`src/rtl/snail_gen_pkg.sv`:
```
// rtl/snail_gen_pkg.sv - shared types and constants for the snail pattern generator
package snail_gen_pkg;

  typedef enum logic [1:0] {
    IDLE = 2'd0,
    SEND = 2'd1,
    GAP  = 2'd2,
    DONE = 2'd3
  } gen_state_e;

  localparam logic [4:0] SNAIL_PAT_DEFAULT = 5'b10110;

endpackage

```
`src/rtl/snail_pattern_gen_if.sv`:
```
// rtl/snail_pattern_gen_if.sv - control/stream bundle of snail_pattern_gen (SNAIL_GEN_ERR_INJECT_EN adds err_en/err_idx)
interface snail_pattern_gen_if #(
  parameter int PAT_W = 5,
  parameter int CNT_W = 4,
  parameter int GAP_W = 4
);

  logic             en;
  logic             start;
  logic [CNT_W-1:0] repeat_cnt;
  logic [GAP_W-1:0] gap_len;
  logic             a;
  logic             valid;
  logic             last_bit;
  logic             busy;
  logic             done;

`ifdef SNAIL_GEN_ERR_INJECT_EN
  logic                     err_en;
  logic [$clog2(PAT_W)-1:0] err_idx;

  modport master (
    output en, start, repeat_cnt, gap_len, err_en, err_idx,
    input  a, valid, last_bit, busy, done
  );

  modport slave (
    input  en, start, repeat_cnt, gap_len, err_en, err_idx,
    output a, valid, last_bit, busy, done
  );
`else
  modport master (
    output en, start, repeat_cnt, gap_len,
    input  a, valid, last_bit, busy, done
  );

  modport slave (
    input  en, start, repeat_cnt, gap_len,
    output a, valid, last_bit, busy, done
  );
`endif

endinterface

```
`src/rtl/snail_en_counter.sv`:
```
// rtl/snail_en_counter.sv - en-gated down counter with load and zero flag
module snail_en_counter #(
  parameter int W = 4
) (
  input  logic         clk,
  input  logic         rst,
  input  logic         load,
  input  logic [W-1:0] load_val,
  input  logic         en,
  output logic [W-1:0] cnt,
  output logic         zero
);

  logic [W-1:0] cnt_q, cnt_d;

  // load wins over decrement; the count parks at zero instead of wrapping
  always_comb begin
    cnt_d = cnt_q;
    if (load) begin
      cnt_d = load_val;
    end else if (en && (cnt_q != '0)) begin
      cnt_d = cnt_q - W'(1);
    end
  end

  // count register
  always_ff @(posedge clk or posedge rst) begin
    if (rst) begin
      cnt_q <= '0;
    end else begin
      cnt_q <= cnt_d;
    end
  end

  assign cnt  = cnt_q;
  assign zero = (cnt_q == '0);

endmodule

```
`src/rtl/snail_pattern_gen.sv`:
```
// rtl/snail_pattern_gen.sv - serial MSB-first pattern transmitter with repeats and gaps (SNAIL_GEN_ERR_INJECT_EN adds bit inversion)
module snail_pattern_gen
  import snail_gen_pkg::*;
#(
  parameter int               PAT_W = 5,
  parameter logic [PAT_W-1:0] PAT   = PAT_W'(SNAIL_PAT_DEFAULT),
  parameter int               CNT_W = 4,
  parameter int               GAP_W = 4
) (
  input logic              clk,
  input logic              rst,
  snail_pattern_gen_if.slave bus
);

  localparam int IDX_W = $clog2(PAT_W);

  gen_state_e       state_q, state_d;
  logic [PAT_W-1:0] sreg_q, sreg_d;
  logic [CNT_W-1:0] frames_q, frames_d;
  logic [GAP_W-1:0] gap_q, gap_d;

  logic             bit_load;
  logic [IDX_W-1:0] bit_cnt;
  logic             bit_zero;
  logic [IDX_W-1:0] bit_idx;

  logic             gap_load;
  logic [GAP_W-1:0] gap_cnt_unused;
  logic             gap_zero;

  logic             send_st;
  logic             flip;

`ifdef SNAIL_GEN_ERR_INJECT_EN
  logic             err_en_q, err_en_d;
  logic [IDX_W-1:0] err_idx_q, err_idx_d;
`endif

  // bits remaining in the current frame; zero means the last bit is on a
  snail_en_counter #(.W(IDX_W)) u_bit_cnt (
    .clk      (clk),
    .rst      (rst),
    .load     (bit_load),
    .load_val (IDX_W'(PAT_W - 1)),
    .en       (bus.en && (state_q == SEND)),
    .cnt      (bit_cnt),
    .zero     (bit_zero)
  );

  // gap bits remaining; loaded with gap_len-1 so zero marks the final gap bit
  snail_en_counter #(.W(GAP_W)) u_gap_cnt (
    .clk      (clk),
    .rst      (rst),
    .load     (gap_load),
    .load_val (gap_q - GAP_W'(1)),
    .en       (bus.en && (state_q == GAP)),
    .cnt      (gap_cnt_unused),
    .zero     (gap_zero)
  );

  assign bit_idx = IDX_W'(PAT_W - 1) - bit_cnt;

  // next-state, shift register and frame bookkeeping
  always_comb begin
    state_d  = state_q;
    sreg_d   = sreg_q;
    frames_d = frames_q;
    gap_d    = gap_q;
    bit_load = 1'b0;
    gap_load = 1'b0;
`ifdef SNAIL_GEN_ERR_INJECT_EN
    err_en_d  = err_en_q;
    err_idx_d = err_idx_q;
`endif
    case (state_q)
      IDLE: begin
        if (bus.start) begin
          frames_d = bus.repeat_cnt;
          gap_d    = bus.gap_len;
          sreg_d   = PAT;
          bit_load = 1'b1;
`ifdef SNAIL_GEN_ERR_INJECT_EN
          err_en_d  = bus.err_en;
          err_idx_d = bus.err_idx;
`endif
          state_d  = (bus.repeat_cnt != '0) ? SEND : DONE;
        end
      end
      SEND: begin
        if (bus.en) begin
          sreg_d = {sreg_q[PAT_W-2:0], 1'b0};
          if (bit_zero) begin
            frames_d = frames_q - CNT_W'(1);
            if (frames_q > CNT_W'(1)) begin
              if (gap_q != '0) begin
                state_d  = GAP;
                gap_load = 1'b1;
              end else begin
                sreg_d   = PAT;
                bit_load = 1'b1;
              end
            end else begin
              state_d = DONE;
            end
          end
        end
      end
      GAP: begin
        if (bus.en && gap_zero) begin
          state_d  = SEND;
          sreg_d   = PAT;
          bit_load = 1'b1;
        end
      end
      DONE: begin
        state_d = IDLE;
      end
      default: begin
        state_d = IDLE;
      end
    endcase
  end

  // state and datapath registers, cleared asynchronously
  always_ff @(posedge clk or posedge rst) begin
    if (rst) begin
      state_q  <= IDLE;
      sreg_q   <= '0;
      frames_q <= '0;
      gap_q    <= '0;
`ifdef SNAIL_GEN_ERR_INJECT_EN
      err_en_q  <= 1'b0;
      err_idx_q <= '0;
`endif
    end else begin
      state_q  <= state_d;
      sreg_q   <= sreg_d;
      frames_q <= frames_d;
      gap_q    <= gap_d;
`ifdef SNAIL_GEN_ERR_INJECT_EN
      err_en_q  <= err_en_d;
      err_idx_q <= err_idx_d;
`endif
    end
  end

`ifdef SNAIL_GEN_ERR_INJECT_EN
  // an out-of-range err_idx never equals bit_idx, so nothing is inverted
  assign flip = err_en_q && (bit_idx == err_idx_q);
`else
  assign flip = 1'b0;
`endif

  assign send_st      = (state_q == SEND);
  assign bus.valid    = send_st;
  assign bus.a        = send_st & (sreg_q[PAT_W-1] ^ flip);
  assign bus.last_bit = send_st & (bit_idx == IDX_W'(PAT_W - 1));
  assign bus.busy     = send_st | (state_q == GAP);
  assign bus.done     = (state_q == DONE);

endmodule

```
`src/flat_wrapper.sv`:
```
// flat-port wrapper written by rule: the top's interface ports become plain ports
module snail_pattern_gen_flat import snail_gen_pkg::*;
#(
  parameter int               PAT_W = 5,
  parameter logic [PAT_W-1:0] PAT   = PAT_W'(SNAIL_PAT_DEFAULT),
  parameter int               CNT_W = 4,
  parameter int               GAP_W = 4
)
  (clk, rst, bus_en, bus_start, bus_repeat_cnt, bus_gap_len, bus_a, bus_valid, bus_last_bit, bus_busy, bus_done);
  snail_pattern_gen_if #(.PAT_W(PAT_W), .CNT_W(CNT_W), .GAP_W(GAP_W)) bus_i ();
  input logic clk;
  input logic rst;
  input wire logic [$bits(bus_i.en)-1:0] bus_en;
  input wire logic [$bits(bus_i.start)-1:0] bus_start;
  input wire logic [$bits(bus_i.repeat_cnt)-1:0] bus_repeat_cnt;
  input wire logic [$bits(bus_i.gap_len)-1:0] bus_gap_len;
  output wire logic [$bits(bus_i.a)-1:0] bus_a;
  output wire logic [$bits(bus_i.valid)-1:0] bus_valid;
  output wire logic [$bits(bus_i.last_bit)-1:0] bus_last_bit;
  output wire logic [$bits(bus_i.busy)-1:0] bus_busy;
  output wire logic [$bits(bus_i.done)-1:0] bus_done;
  assign bus_i.en = bus_en;
  assign bus_i.start = bus_start;
  assign bus_i.repeat_cnt = bus_repeat_cnt;
  assign bus_i.gap_len = bus_gap_len;
  assign bus_a = bus_i.a;
  assign bus_valid = bus_i.valid;
  assign bus_last_bit = bus_i.last_bit;
  assign bus_busy = bus_i.busy;
  assign bus_done = bus_i.done;
  snail_pattern_gen #(.PAT_W(PAT_W), .PAT(PAT), .CNT_W(CNT_W), .GAP_W(GAP_W)) u_core (.clk(clk), .rst(rst), .bus(bus_i));
endmodule
```
`config.mk`:
```
export PLATFORM = sky130hd
export DESIGN_NAME = snail_pattern_gen_flat
export DESIGN_NICKNAME = d
export VERILOG_FILES = /design/src/rtl/snail_gen_pkg.sv /design/src/rtl/snail_pattern_gen_if.sv /design/src/rtl/snail_en_counter.sv /design/src/rtl/snail_pattern_gen.sv /design/src/flat_wrapper.sv
export SDC_FILE = /design/constraint.sdc
export NUM_CORES = 1
export LEC_CHECK = 0
export ABC_CLOCK_PERIOD_IN_PS = 2900
export CAP_MARGIN = 25
export CORE_AREA = 2 2 80 82
export CTS_CLUSTER_SIZE = 28
export DETAILED_ROUTE_END_ITERATION = 12
export DIE_AREA = 0 0 82 84
export PLACE_DENSITY_LB_ADDON = 0.15
export SLEW_MARGIN = 5
export SYNTH_ARGS = -nofsm -noshare
export SYNTH_HDL_FRONTEND = slang
export SYNTH_HIERARCHICAL = 1
export SYNTH_SLANG_ARGS = --single-unit
```
`constraint.sdc`:
```
create_clock -name clk -period 2.9 [get_ports clk]
set_clock_uncertainty 0.1 [all_clocks]
set_input_delay 0.58 -clock clk [delete_from_list [all_inputs] [get_ports clk]]
set_output_delay 0.58 -clock clk [all_outputs]
set_load 0.1 [all_outputs]
```
==> results.cfg <==
[worst_setup_path]
crit_path_start_kind = flop
worstPathCellList = inv_1 -> ha_1 -> nor3b_1 -> o31a_1 -> nand4_1 -> a31oi_1 -> or4b_1 -> o311ai_0
critical-path-slowest-cell = a31oi_1
worstPathRequired_ns = 2.90
worst_path_largest_cell_delay_ns = 0.54
path_buf_inv = 1
cpLargestDelayFamily = compound AO/OA/AOI/OAI gates
timing.critical_path.fanout_max = 9
endpoint_type_of_the_worst_setup_path = flop
worstSetupPathType = flop to flop
data_arrival_time_of_the_critical_path_ns = 2.39

[cts]
tritoncts_clock_tree = done
post_cts_resize_count = 0
postCtsSetupBuffers = 0
tritoncts_num_sinks = 21
cts_buffer_depth = 2
holdBufCountCts = 0
clock_tree.root_cell = clkbuf_8
cts.htree.levels = 1
clock_edge_transition_at_the_registers_on_the_reported_setup_and_hold_paths_ns = 0.08
clk_latency_ns = 0.26
numCtsBuffers = 3

[sta]
final.setup.tns_ns = 0
rsz0062_at_grt = no
whs_ns = 0.4313
achievable-frequency_ghz = 0.4190
final-hold-violation-count = 0
slew_viol_final = 0
timing.final.crit_share_pct = 82.30
worst_slew_pin_slew_ns = 0.6070
final-setup-viol-count = 0
finalCriticalPeriod_ns = 2.387
max_slew_margin_pct = 59.49

[layout]
post_layout_nonfiller_instances = 252
num_antenna_cells = 0
area_growth_syn_to_layout_pct = 21.47
layout.cells.most_common = dfrtp_1
layout.cells.most_common_list = dfrtp_1 (21), inv_1 (20), nand2_1 (13)
drive_above_1_share_pct = 12.57
finalNetCount = 201

[logic_synthesis]
yosysWarningCount = 6
netlist_area_mm2 = 0.001451
seq_area_frac_synth_pct = 36.21
synth-edff-count = 0
ys_seq_elements = 21
synthesized_area_per_cell_um2 = 9.304
async_reset_ff_share_pct = 100.0
synthCells = 156
number_of_different_library_cells_in_the_post_synthesis_netlist = 48
synth_flop_cell = dfrtp_1

[global_route]
use_met1_pct = 13.00
grt.busiest_layer = met2
grt_max_degree = 20
grt.overflow.total = 0
groute.layer.met3.usage_pct = 1.732
grt_util_met2_pct = 16.63
grt_first_pass_wirelength_um = 5409
groute.usage.overall_pct = 10.11
antenna_found_initial = 0
vias_in_the_first_global_route = 1219

[power_and_ir_drop]
power.ir.vdd_worst_v = 0.0008334
power_density_relative_to_cell_area_mw_per_mm2 = 1184
leakage_nw = 0.7711

[drt]
drt_wl_total_um = 3161
detailroute.via_count = 1154
first_iter_violations = 44
drc = 0
firstDrtPassIters = 4
viasPerCell = 4.579
routedWlPerCell_um = 12.54
antenna_violating_nets_post_route = 0

[floorplanning]
num_rows = 29
core_mm2 = 0.006096
initial_core_utilization_pct = 23.81
fp.dieW_um = 82
dieHeight_um = 84
fp.dieArea_mm2 = 0.006888
top_level_ports = 17

[place]
placedCellCount = 248
numPortBuffers = 16
dp_hpwl_um = 2530
routabilityCongestion = 0.7181

[status]
run_status = finished, final reports clean

[hold_path]
holdCritPathClass = flop to flop

[job]
max_cap_violations = 0
cells in the mapped netlist, types with 3 or more instances:
cell / count / area (um^2)
dfrtp_1: 21 / 525.5
inv_1: 20 / 75.07
ha_1: 13 / 162.7
nand2_1: 13 / 48.80
a21oi_1: 9 / 45.04
nor2_1: 7 / 26.28
and2_1: 5 / 31.28
nor3_1: 5 / 25.02
mux2_2: 4 / 45.04
a31oi_1: 3 / 18.77
mux2i_1: 3 / 30.03
nand2b_1: 3 / 18.77
o21ai_0: 3 / 15.01
or4b_1: 3 / 30.03
final cells by class:
class,instances,area (um^2)
fillers,667,4333
flip-flops and latches,21,525.5
repair buffers,17,180.2
clock buffers,4,45.04
well taps,77,96.34
inverters,20,75.07
multi-input cells,113,840.8
state kept, by name, indices dropped and copies added, names as in the netlist:
register              flops
u_core/frames_q           4
u_core/gap_q              4
u_core/sreg_q             4
u_core/state_q            2
u_core/u_bit_cnt/cnt      3
u_core/u_gap_cnt/cnt      4
per-stage QoR:
step | total power [W] | setup WS (ns) | utilization [%] | area [um^2]
floorplan | 0.001611 | 0.2390 | - | 1460
global placement | 0.001878 | 0.3790 | 28.18 | 1718
detailed placement | 0.001914 | 0.2096 | 28.18 | 1718
CTS | 0.002117 | 0.4852 | 28.92 | 1763
global route | 0.002282 | 0.2477 | 28.92 | 1763
finish | 0.002088 | 0.5134 | 28.92 | 1763
where the power goes:
part | internal [W] | leakage, nW | total, W | switching, W
clock network | 0.0000979 | 0.0228 | 0.000194 | 0.0000966
logic | 0.000504 | 0.500 | 0.00133 | 0.000823
registers | 0.000437 | 0.248 | 0.000567 | 0.000130
per-layer routing:
metal / routed length, um / vias to the layer above
met4: 22 / 0
met5: 0 / -
met2: 1600 / 15
met3: 69 / 2
met1: 1469 / 555
li1: - / 582
worst paths after layout:
check                                             startpoint                                   to  slack [ns]  depth (start not counted)
worst max-delay path             u_core/gap_q[0]$_DFFE_PP0P_  u_core/u_bit_cnt/cnt[2]$_DFFE_PP0P_        0.51                          8
worst min-delay path            u_core/sreg_q[2]$_DFFE_PP0P_         u_core/sreg_q[3]$_DFFE_PP0P_        0.43                          1
worst max register to register   u_core/gap_q[0]$_DFFE_PP0P_  u_core/u_bit_cnt/cnt[2]$_DFFE_PP0P_        0.51                          8
worst min register to register  u_core/sreg_q[2]$_DFFE_PP0P_         u_core/sreg_q[3]$_DFFE_PP0P_        0.43                          1
max in group asynchronous                                rst         u_core/sreg_q[4]$_DFFE_PP0P_        1.65                          2
min in group asynchronous                                rst  u_core/u_bit_cnt/cnt[0]$_DFFE_PP0P_        0.45                          2
logic make-up after synthesis:
| logic type | count (synthesis) | synth area share (%) |
|---|---|---|
| XOR/XNOR | 2 | 1.207 |
| other | 2 | 0.5174 |
| AO/OA/AOI/OAI | 35 | 17.50 |
| flip-flops | 21 | 36.21 |
| buffers and inverters | 23 | 6.466 |
| adder cells (fa/ha/maj) | 13 | 11.21 |
| multiplexers | 7 | 5.172 |
| AND/OR/NAND/NOR | 53 | 21.73 |
Power figures use the tool's default switching activity.
